--- src/rtl/fetch_stage.sv ---
// IF stage: owns the PC, fetches one instruction at a time from imem and registers {instr, pc} to decode.
// Latency: req accepted in cycle N, zero-wait memory answers in N+1, fetch_dec_reg valid in N+2 (1 instr / 2 cycles peak).
// Backpressure: decode stall freezes fetch_dec_reg; a response arriving under stall is parked in a one-entry hold buffer.
module fetch_stage #(
    parameter logic [31:0] RESET_PC  = 32'h0000_0000,
    parameter logic [31:0] NOP_INSTR = 32'h0000_0013
) (
    input  logic        clk,
    input  logic        rst,
    input  logic        stall,
    input  logic        redirect_en,
    input  logic [31:0] redirect_pc,
    output logic        imem_req,
    output logic [31:0] imem_addr,
    input  logic        imem_ready,
    input  logic        imem_rvalid,
    input  logic [31:0] imem_rdata,
    output logic [63:0] fetch_dec_reg,
    output logic        fetch_valid
);

    // Word handed to decode; instr occupies the upper half.
    typedef struct packed {
        logic [31:0] instr;
        logic [31:0] pc;
    } fd_t;

    typedef enum logic [1:0] {
        REQ  = 2'd0,
        WAIT = 2'd1,
        HOLD = 2'd2
    } state_t;

    localparam fd_t BUBBLE = '{instr: NOP_INSTR, pc: 32'h0000_0000};

    state_t      state_q, state_d;
    logic [31:0] pc_q, pc_d;
    logic        drop_q, drop_d;
    fd_t         hold_q, hold_d;
    fd_t         out_q, out_d;
    logic        vld_q, vld_d;

    logic [31:0] pc_inc;
    logic [31:0] redirect_tgt;
    fd_t         resp_word;

    // PC increment wraps naturally at 2^32; redirect target is forced word aligned.
    assign pc_inc       = pc_q + 32'd4;
    assign redirect_tgt = redirect_pc & 32'hFFFF_FFFC;
    assign resp_word    = '{instr: imem_rdata, pc: pc_q};

    // Request is held stable from REQ entry until the memory accepts it; silent while in reset.
    assign imem_req      = (state_q == REQ) && !rst;
    assign imem_addr     = pc_q;
    assign fetch_dec_reg = out_q;
    assign fetch_valid   = vld_q;

    // Next-state logic: redirect overrides stall and normal sequencing.
    always_comb begin
        state_d = state_q;
        pc_d    = pc_q;
        drop_d  = drop_q;
        hold_d  = hold_q;
        out_d   = out_q;
        vld_d   = vld_q;

        if (redirect_en) begin
            pc_d   = redirect_tgt;
            out_d  = BUBBLE;
            vld_d  = 1'b0;
            hold_d = '0;
            // A request is (or is about to be) in flight with its response still to come:
            // wait for it and throw it away before fetching the target.
            if (((state_q == WAIT) && !imem_rvalid) || ((state_q == REQ) && imem_ready)) begin
                drop_d  = 1'b1;
                state_d = WAIT;
            end else begin
                drop_d  = 1'b0;
                state_d = REQ;
            end
        end else begin
            case (state_q)
                REQ: begin
                    if (imem_ready) begin
                        state_d = WAIT;
                    end
                end
                WAIT: begin
                    if (imem_rvalid) begin
                        if (drop_q) begin
                            drop_d  = 1'b0;
                            state_d = REQ;
                        end else if (!stall) begin
                            out_d   = resp_word;
                            vld_d   = 1'b1;
                            pc_d    = pc_inc;
                            state_d = REQ;
                        end else begin
                            hold_d  = resp_word;
                            state_d = HOLD;
                        end
                    end
                end
                HOLD: begin
                    if (!stall) begin
                        out_d   = hold_q;
                        vld_d   = 1'b1;
                        pc_d    = pc_inc;
                        state_d = REQ;
                    end
                end
                default: begin
                    state_d = REQ;
                end
            endcase
        end
    end

    // State register with synchronous reset; reset also forgets any outstanding response.
    always_ff @(posedge clk) begin
        if (rst) begin
            state_q <= REQ;
            pc_q    <= RESET_PC;
            drop_q  <= 1'b0;
            hold_q  <= '0;
            out_q   <= BUBBLE;
            vld_q   <= 1'b0;
        end else begin
            state_q <= state_d;
            pc_q    <= pc_d;
            drop_q  <= drop_d;
            hold_q  <= hold_d;
            out_q   <= out_d;
            vld_q   <= vld_d;
        end
    end

endmodule

--- config.mk ---
export PLATFORM = sky130hd
export DESIGN_NAME = fetch_stage
export DESIGN_NICKNAME = d
export VERILOG_FILES = /design/src/rtl/fetch_stage.sv
export SDC_FILE = /design/constraint.sdc
export NUM_CORES = 1
export LEC_CHECK = 0
export CORE_UTILIZATION = 35
export CTS_CLUSTER_DIAMETER = 120
export DETAILED_ROUTE_END_ITERATION = 6
export GPL_TIMING_DRIVEN = 0
export SYNTH_ARGS = -nofsm -noshare
export SYNTH_HDL_FRONTEND = slang
export SYNTH_SLANG_ARGS = --single-unit
--- constraint.sdc ---
create_clock -name clk -period 4.1 [get_ports clk]
set_input_delay 0.615 -clock clk [delete_from_list [all_inputs] [get_ports clk]]
set_output_delay 0.615 -clock clk [all_outputs]
set_load 0.1 [all_outputs]
# Yosys cells after proc, flatten, opt, wreduce, memory -nomap -nowiden
# Index checks and enable logic that the tools add are counted.
# word_totals
reg_bits	164
output_inout_bits	98
wordCells	65
# classes
add_sub_neg	1
n_eq_ne	10
mux	26
n_bitwise	1
n_reduce_logical	18
# ops
cell	count
$mux W64	4
$mux W32	4
$pmux W64 S2	1
$pmux W32 S2	1
$add A32 B3 Y32 const B	1
$mux W2	6
$ne A3 B3 Y1 const B	4
$reduce_and A3 Y1	3
$mux W1	8
$ne A2 B2 Y1 const B	4
$pmux W2 S3	1
$reduce_bool A2 Y1	3
$reduce_and A5 Y1	1
$reduce_and A4 Y1	1
$logic_and A1 B1 Y1	3
$reduce_bool A3 Y1	1
$eq A2 B1 Y1 const B	1
$eq A2 B2 Y1 const B	1
$logic_not A1 Y1	2
$logic_not A2 Y1	1
$pmux W1 S2	1
$reduce_and A2 Y1	1
$reduce_or A2 Y1	1
$logic_or A1 B1 Y1	1
$not A1 Y1	1

# Depth between registers and ports, before layout
# Gate-level depths: netlist of the first run.
# logic_depth
word_depth	6
depth_mapped	9
depth_no_buf	6

# Least setup slack after synthesis of the first run
# OpenSTA, ideal clock, no wires.
# synth_path
kind	input to output
from	input rst
to	output imem_req
t_arrival_ps	2318
required_time_ps	3485
setup_slack_ps	1167
cell_stages	3
cell_sequence	clkbuf_1 > clkbuf_1 > nor2b_1
# synth_via
elab_chain_len	2
# synth_lines
element	line_no	text
start, declared	9	input logic rst,
$logic_not A1 Y1	53	assign imem_req = (state_q == REQ) && !rst;
$logic_and A1 B1 Y1	53	
end, declared	13	output logic imem_req,
# No other way between the ends.

# Worst setup path after layout of the first run
# Same ends and word-level chain as after synthesis.

==> results of run 1 <==
==> cells by family after synthesis <==
logic type,Yosys count,synth area share [%]
flip-flops,158,44.6
adder cells (fa/ha/maj),5,0.883
buffers and inverters,86,4.96
multiplexers,64,9.04
AND/OR/NAND/NOR,313,20.0
XOR/XNOR,5,0.618
AO/OA/AOI/OAI,199,19.9
other,1,0.0529
==> per-stage QoR <==
step	setup WS (ns)	area, um2	cells	hold WS [ns]	power [mW]
final	0.344	9590	1292	0.454	3.80
after global placement	0.323	9030	1259	0.441	2.34
after global routing	0.184	9590	1291	0.469	3.95
after floorplan	1.17	7100	834	0.436	2.11
after CTS	0.362	9590	1291	0.455	3.84
after detailed placement	0.366	9030	1259	0.446	2.34
==> routing by layer <==
| metal | global-route usage (%) | share of wire [%] | wire length, um |
|---|---|---|---|
| met1 | 29.1 | 47 | 10300 |
| met3 | 4.30 | 5.8 | 1280 |
| met2 | 33.9 | 45 | 9960 |
| met5 | 0 | 0 | 0 |
| met4 | 8.98 | 2.1 | 461 |
==> worst reg2reg max path, cell delays in order (launching register included) <==
cell,delay (ns)
dfxtp_1,0.33
inv_1,0.11
ha_1,0.17
buf_2,0.27
nand2b_1,0.20
a21oi_1,0.27
clkbuf_1,0.56
clkbuf_1,0.50
a211oi_1,0.15
==> power groups by stage <==
stage	sequential, mW	combinational (mW)	clock, mW
floorplan	1.89	0.219	0
global placement	1.67	0.671	0
detailed placement	1.67	0.671	0
CTS	1.63	0.674	1.53
global route	1.64	0.711	1.60
finish	1.63	0.672	1.50
==> area by class of cell <==
| class | count | share of cell area [%] |
|---|---|---|
| Multi-Input combinational cell | 590 | 37.4 |
| Sequential cell | 158 | 33.0 |
| Timing Repair Buffer | 160 | 16.7 |
| Clock buffer | 18 | 4.47 |
| Tap cell | 265 | 3.46 |
| Buffer | 72 | 3.12 |
| Clock inverter | 14 | 1.32 |
| Inverter | 14 | 0.548 |
| Antenna cell | 1 | 0.0261 |
==> cells in the final DEF (no fill, tap or decap), drive strengths merged, types with 4 or more instances in the layout <==
cell / netlist / routed
clkdlybuf4s50: 0 / 160
mux2i: 64 / 64
a211oi: 69 / 69
a311o: 5 / 5
o2111a: 7 / 7
nor3: 6 / 6
nor2b: 11 / 11
clkinv: 0 / 5
conb: 1 / 4
a21oi: 66 / 66
o21ai: 6 / 6
buf: 21 / 21
nand4: 15 / 15
a311oi: 9 / 9
a2111oi: 6 / 6
xnor2: 5 / 5
and3: 14 / 14
nor2: 78 / 78
clkbuf: 51 / 69
o31ai: 4 / 4
nand2b: 4 / 4
nand3: 13 / 13
dfxtp: 158 / 158
nand2: 143 / 143
a31oi: 4 / 4
nor4: 5 / 5
o211ai: 5 / 5
inv: 14 / 21
or3: 4 / 4
and4: 4 / 4
ha: 5 / 5
and2: 6 / 6
==> final timing paths <==
path                                start                              to  slack, ns  cells past startpoint
hold reg to reg   hold_q[26]$_SDFFE_PP0P_         hold_q[26]$_SDFFE_PP0P_       0.45                      2
hold / removal    hold_q[26]$_SDFFE_PP0P_         hold_q[26]$_SDFFE_PP0P_       0.45                      2
setup reg to reg  state_q[0]$_SDFFE_PP0P_  fetch_dec_reg[13]$_SDFFE_PP0P_       1.39                      8
setup / recovery                      rst                        imem_req       0.34                      5
==> flow_metrics.py, run 1 <==
metrics = {
    "run_status": {
        "status": "complete, no violations",
    },
    "clocking": {
        "cts_buffers": 17,
        "root_buffer": "clkbuf_16",
        "htreeDepth": 4,
        "clk_path_buf_depth": 2,
        "cts_resized": 0,
        "post_cts_buffers": 0,
        "hold_buffers": 0,
        "clkTransAtPathRegs_ns": 0.07,
        "clock_latency_ns": 0.43,
        "cts.sinks": 158,
        "cts_tree": "built",
    },
    "pwr": {
        "intPower_mw": 2.57,
        "power_frac_seq_pct": 42.9,
        "switching_power_mw": 1.23,
        "power.leakage_nw": 3.08,
        "vdd_ir_drop_max_v": 0.000303,
        "switching_share_pct": 32.3,
        "p_clk_share_pct": 39.4,
        "pwr-share-comb_pct": 17.7,
        "powerDensity_nw_per_um2": 397,
    },
    "timing": {
        "fin_crit_sh_pct": 91.6,
        "fin_setup_tns_ns": 0,
        "setup_violations": 0,
        "min_period_ns": 3.76,
        "relSlewSlack_pct": 30.2,
        "finalHoldViolCount": 0,
        "maxSlewViolCount": 0,
        "fmax_mhz": 266,
        "rsz0062_at_grt": "false",
        "skew_ns": 0.00750,
        "tightest_slew_ns": 1.04,
    },
    "yosys": {
        "synth_ff_type": "dfxtp_1",
        "synthTopCellsByCount": "dfxtp_1, nand2_1, nor2_1, a211oi_1, a21oi_1",
        "synth_top_area_share_pct": 44.6,
        "ys_types": 55,
        "synth-seq-cells": 158,
        "ys_top_cells_by_area": "dfxtp_1, mux2i_1, nand2_1",
        "synth-seq-area-share_pct": 44.6,
        "avgSynthCellArea_um2": 8.53,
        "synthArstFlopShare_pct": 0,
        "synth_area_um2": 7090,
        "synth-edff-count": 0,
        "synth_area_leader_cell": "dfxtp_1",
        "ys.warnings.count": 0,
        "synth_most_common_cell": "dfxtp_1",
        "synthCells": 831,
    },
    "worst_setup_path": {
        "crit_path_max_incr_delay_ns": 1.00,
        "crit_buf_inv": 4,
        "slowest_stage": "clkdlybuf4s50_1",
        "crit_type": "in -> out",
        "worst_setup_path_end_kind": "output pin",
        "crit_arrival_ns": 3.14,
        "crit_family": "buffers and inverters",
        "worstPathRequired_ns": 3.48,
        "startpoint_type": "primary input",
        "worstPathCellList": "clkdlybuf4s50_1, clkbuf_1, clkbuf_1, nor2b_1, clkdlybuf4s50_1",
        "cp_max_fo": 10,
    },
    "final_layout": {
        "area_delta_synth_final_pct": 35.3,
        "fill_cells": 1966,
        "multi_input_area_um2": 3580,
        "nNetsFinal": 1088,
        "final_util_pct": 48.8,
        "seq_area_um2": 3160,
        "drive_gt1_share_pct": 5.17,
    },
    "route": {
        "drc": 0,
        "drt_iter0_markers": 467,
        "wl_per_cell_um": 17.0,
        "drt_first_pass_iters": 5,
        "via_per_inst": 5.20,
        "ant_nets": 0,
        "vias": 6713,
        "drt-total-wl_um": 22000,
    },
    "global_route": {
        "grt_usage_pct": 21.7,
        "grt-ovfl-total": 0,
        "grt_max_degree": 17,
        "grt_pass1_vias": 6299,
        "antenna_found_initial": 0,
        "grt_pass1_wl_um": 34400,
    },
    "worst_hold_path": {
        "hp-class": "reg -> reg",
    },
    "die": {
        "die_h_um": 144,
        "ios": 168,
        "core_um2": 19700,
        "design.die.area_um2": 20800,
        "rows": 51,
        "initial_core_util_pct": 36.1,
        "die_w_um": 144,
    },
    "place": {
        "dpl.hpwl_um": 15900,
        "gp_congestion": 0.851,
        "io_buffer_count": 160,
    },
    "flow_run": {
        "max_cap_violations": 0,
    },
}
Power figures use the tool's default switching activity.
==> run 2: changes to the inputs <==
- CORE_UTILIZATION: 35 -> 50
- PLACE_DENSITY: unset -> 0.8
- clock period: 4.1 -> 3.7 ns (I/O delays scaled with it)
==> run 2 against run 1 <==
Compared with the run above: register-to-register slack worse by 0.49 ns; routed wire length is 3.9% lower; non-clock buffer count stayed put; total power is 12% higher; sequential power is 11% higher; worst hold slack better by 0.0012 ns; clock power is 14% higher; global-route usage is 7.5 points higher; critical path depth stayed put; critical path type unchanged.
==> flow_metrics.py, run 2 (same netlist as run 1, synthesis figures left out) <==
metrics = {
    "timing": {
        "min_period_ns": 3.59,
        "fin_setup_tns_ns": 0,
        "relSlewSlack_pct": 31.2,
        "tightest_slew_ns": 1.03,
        "rsz0062_at_grt": "false",
        "setup_violations": 0,
        "skew_ns": 0.00605,
        "finalHoldViolCount": 0,
        "fin_hold_ws_ns": 0.455,
        "fin_crit_sh_pct": 97.0,
        "fmax_mhz": 279,
        "maxSlewViolCount": 0,
        "fin_ws_ns": 0.110,
    },
    "clocking": {
        "htreeDepth": 4,
        "clk_path_buf_depth": 2,
        "cts_buffers": 17,
        "hold_buffers": 0,
        "cts_resized": 0,
        "clock_latency_ns": 0.43,
        "cts.sinks": 158,
        "clkTransAtPathRegs_ns": 0.06,
        "cts_tree": "built",
        "post_cts_buffers": 0,
        "root_buffer": "clkbuf_16",
    },
    "pwr": {
        "power_mw": 4.27,
        "power.leakage_nw": 3.08,
        "powerDensity_nw_per_um2": 449,
        "vdd_ir_drop_max_v": 0.000306,
    },
    "final_layout": {
        "final_util_pct": 68.4,
        "antenna_cells": 0,
        "fin_area_um2": 9500,
        "most-common-layout-cells": "clkdlybuf4s50_1, dfxtp_1, nand2_1",
        "instances_no_fill": 1205,
        "nNetsFinal": 1088,
        "drive_gt1_share_pct": 4.98,
        "area_delta_synth_final_pct": 34.0,
        "final_common_cell": "clkdlybuf4s50_1",
    },
    "global_route": {
        "grt_pass1_vias": 6367,
        "grt_max_degree": 17,
        "grt-ovfl-total": 0,
        "grt_usage_pct": 29.2,
        "grt_pass1_wl_um": 33100,
        "antenna_found_initial": 0,
    },
    "worst_setup_path": {
        "cp_max_fo": 10,
        "critical_path.startpoint": "rst",
        "slowest_stage": "clkdlybuf4s50_1",
        "worstPathRequired_ns": 3.14,
        "crit_path_max_incr_delay_ns": 0.99,
        "r2r-end": "fetch_dec_reg[47]$_SDFFE_PP0P_",
        "reg2reg_from": "state_q[0]$_SDFFE_PP0P_",
        "rrSetupSlack_ns": 0.90,
        "worst_setup_path_end_kind": "output pin",
        "startpoint_type": "primary input",
        "worstPathCellList": "clkdlybuf4s50_1, clkbuf_1, clkbuf_1, nor2b_1, clkdlybuf4s50_1",
        "crit_arrival_ns": 3.04,
        "ff2ff_path_depth": 8,
        "crit_type": "in -> out",
    },
    "route": {
        "via_per_inst": 5.74,
        "drt-total-wl_um": 21100,
        "drt_first_pass_iters": 7,
        "vias": 6913,
        "ant_nets": 0,
        "drc": 0,
        "drt_iter0_markers": 658,
        "wl_per_cell_um": 17.5,
    },
    "worst_hold_path": {
        "hold_depth": 2,
        "holdPathEnd": "hold_q[32]$_SDFFE_PP0P_",
        "min_from": "hold_q[32]$_SDFFE_PP0P_",
        "hp-class": "reg -> reg",
    },
    "die": {
        "die_w_um": 121,
        "design.die.area_um2": 14700,
        "core_um2": 13900,
        "ios": 168,
        "rows": 43,
        "initial_core_util_pct": 51.1,
        "die_h_um": 121,
    },
    "place": {
        "dp_slack_ns": 0.180,
        "gp_congestion": 0.925,
        "io_buffer_count": 160,
        "dp.cells": 1174,
        "dpl_cell_area_um2": 8930,
        "dpl.hpwl_um": 14700,
    },
    "run_status": {
        "status": "complete, no violations",
    },
    "flow_run": {
        "max_cap_violations": 0,
    },
}
-- run 2: changes by cell type in the layout (fill, tap and decap cells not counted), sizes merged --
cell / change
bufinv: +2
clkbuf: +1
clkinvlp: +2
diode: -1
inv: -6
-- run 2: how the worst max path moves through the flow --
stage          endpoint  slack (ns)  depth (start not counted)
2_1_floorplan  imem_req        0.89                          3
3_3_place_gp   imem_req        0.15                          5
3_5_place_dp   imem_req        0.18                          5
4_1_cts        imem_req        0.17                          5
5_1_grt        imem_req        0.06                          5
6_report       imem_req        0.11                          5
-- run 2: where the power goes --
part	total [mW]	leakage (nW)	internal, mW	switching (mW)
combinational	0.745	1.53	0.223	0.522
clock	1.71	0.267	0.995	0.718
sequential	1.81	1.28	1.75	0.0636
total	4.27	3.08	2.97	1.30
-- run 2: cell type report --
cell class	count	area (um2)
multi-input cells	590	3580
plain buffers	72	299
clock buffers	19	433
repair buffers	160	1600
clock inverters	12	141
flip-flops and latches	158	3160
inverters	14	52.6
well taps	180	225
fillers	1147	4380
-- run 2: worst max-delay path, delay by kind of cell --
kind                   cells  cell delay [ns]
buffers and inverters      4             2.34
and+or+nand+nor            1             0.12
-- run 2: routing by layer --
metal / part of all wire, % / routed length (um) / global-route usage (%) / vias up
met4: 2.6 / 544 / 12.6 / 0
met2: 46 / 9780 / 46.1 / 283
met1: 44 / 9320 / 38.5 / 3240
li1: - / - / - / 3344
met5: 0 / 0 / 0 / -
met3: 7.1 / 1500 / 5.97 / 46
==> run 3: changes to the inputs <==
==> constraint.sdc (replaced) <==
create_clock -name clk -period 3.7 [get_ports clk]
set_input_delay 0.74 -clock clk [delete_from_list [all_inputs] [get_ports clk]]
set_output_delay 0.74 -clock clk [all_outputs]
set_load 0.1 [all_outputs]
==> run 3 against run 2 <==
Compared with the run above: routed wire length about the same; worst hold slack about the same; combinational power barely moved; largest power group unchanged.
==> flow_metrics.py, run 3 (same netlist as run 1, synthesis figures left out) <==
metrics = {
    "final_layout": {
        "final_util_pct": 68.4,
        "antenna_cells": 0,
        "drive_gt1_share_pct": 4.98,
        "most-common-layout-cells": "clkdlybuf4s50_1, dfxtp_1, nand2_1",
        "nNetsFinal": 1088,
        "area_delta_synth_final_pct": 34.0,
        "final_common_cell": "clkdlybuf4s50_1",
    },
    "clocking": {
        "cts_buffers": 17,
        "clk_path_buf_depth": 2,
        "root_buffer": "clkbuf_16",
        "htreeDepth": 4,
        "cts_tree": "built",
        "cts.sinks": 158,
        "clkTransAtPathRegs_ns": 0.06,
        "clock_latency_ns": 0.42,
    },
    "timing": {
        "relSlewSlack_pct": 31.4,
        "tightest_slew_ns": 1.03,
        "maxSlewViolCount": 0,
        "fmax_mhz": 280,
        "skew_ns": 0.00601,
        "fin_setup_tns_ns": 0,
        "rsz0062_at_grt": "false",
        "min_period_ns": 3.57,
        "setup_violations": 0,
        "fin_hold_ws_ns": 0.455,
        "finalHoldViolCount": 0,
        "fin_ws_ns": 0.132,
        "fin_crit_sh_pct": 96.4,
    },
    "die": {
        "ios": 168,
        "rows": 43,
        "die_h_um": 121,
        "core_um2": 13900,
        "die_w_um": 121,
        "initial_core_util_pct": 51.1,
        "design.die.area_um2": 14700,
    },
    "pwr": {
        "power_mw": 4.27,
        "powerDensity_nw_per_um2": 449,
        "power.leakage_nw": 3.08,
        "vdd_ir_drop_max_v": 0.000306,
    },
    "place": {
        "dpl.hpwl_um": 14700,
        "dp_slack_ns": -0.190,
        "io_buffer_count": 160,
        "gp_congestion": 0.925,
    },
    "route": {
        "ant_nets": 0,
        "drt-total-wl_um": 21100,
        "drc": 0,
        "via_per_inst": 5.74,
        "drt_iter0_markers": 658,
        "wl_per_cell_um": 17.5,
        "drt_first_pass_iters": 5,
        "vias": 6920,
    },
    "worst_setup_path": {
        "worstPathCellList": "clkdlybuf4s50_1, clkbuf_1, clkbuf_1, nor2b_1, dlygate4sd2_1",
        "crit_family": "buffers and inverters",
        "slowest_stage": "dlygate4sd2_1",
        "worst_setup_path_end_kind": "output pin",
        "crit_arrival_ns": 2.83,
        "startpoint_type": "primary input",
        "worstPathRequired_ns": 2.96,
        "crit_type": "in -> out",
        "crit_buf_inv": 4,
        "crit_path_max_incr_delay_ns": 0.62,
        "critPathMostFrequentCell": "clkbuf_1",
        "cp_max_fo": 10,
    },
    "global_route": {
        "grt_max_degree": 17,
        "antenna_found_initial": 0,
        "grt_pass1_wl_um": 33100,
        "grt-ovfl-total": 0,
        "grt_usage_pct": 29.2,
        "grt_pass1_vias": 6367,
    },
    "worst_hold_path": {
        "hp-class": "reg -> reg",
    },
    "run_status": {
        "status": "complete, no violations",
    },
    "flow_run": {
        "max_cap_violations": 0,
    },
}
-- run 3: cell type report --
class,count,area [um2]
Multi-Input combinational cell,590,3580
Timing Repair Buffer,160,1600
Tap cell,180,225
Clock buffer,19,433
Buffer,72,299
Fill cell,1147,4380
Inverter,14,52.6
Sequential cell,158,3160
Clock inverter,12,141
-- run 3: worst register-to-register path, delay by kind of cell, from the launching register on --
kind            cells  cell delay [ns]
compound gates      2             0.43
fa+ha+maj           1             0.17
buf+inv             4             1.51
flops               1             0.33
simple gates        1             0.20
-- run 3: metal layers --
layer  wire length (um)  global-route usage (%)  up-vias
li1                   -                       -     3342
met1               9300                    38.5     3229
met2               9770                    46.1      295
met3               1490                    5.97       54
met4                569                    12.6        0
met5                  0                       0        -
-- run 3: path summary, 6_finish.rpt --
kind / slack [ns] / endpoint / cells past startpoint / from
setup / recovery: 0.13 / imem_req / 5 / rst
hold / removal: 0.46 / hold_q[32]$_SDFFE_PP0P_ / 2 / hold_q[32]$_SDFFE_PP0P_
setup reg to reg: 0.91 / fetch_dec_reg[47]$_SDFFE_PP0P_ / 8 / state_q[0]$_SDFFE_PP0P_
hold reg to reg: 0.46 / hold_q[32]$_SDFFE_PP0P_ / 2 / hold_q[32]$_SDFFE_PP0P_
-- run 3: what timing repair did --
| item | in CTS | in global routing |
|---|---|---|
| setup endpoints to repair | 1 | 0 |
| endpoints found under the hold margin | 0 | 0 |
| setup buffers | 0 | 0 |
| hold buffers | 0 | 0 |
| resized for setup | 1 | 0 |
-- run 3: stage by stage --
step           cells  cell area (um2)
2_1_floorplan    834             7100
3_3_place_gp    1174             8930
3_5_place_dp    1174             8930
4_1_cts         1205             9500
5_1_grt         1205             9500
6_report        1205             9500
-- run 3: power by group --
group	total, mW	leakage [nW]	switching, mW	internal, mW
Combinational	0.744	1.53	0.521	0.223
Clock	1.71	0.267	0.718	0.995
Sequential	1.81	1.28	0.0637	1.75
Total	4.27	3.08	1.30	2.96
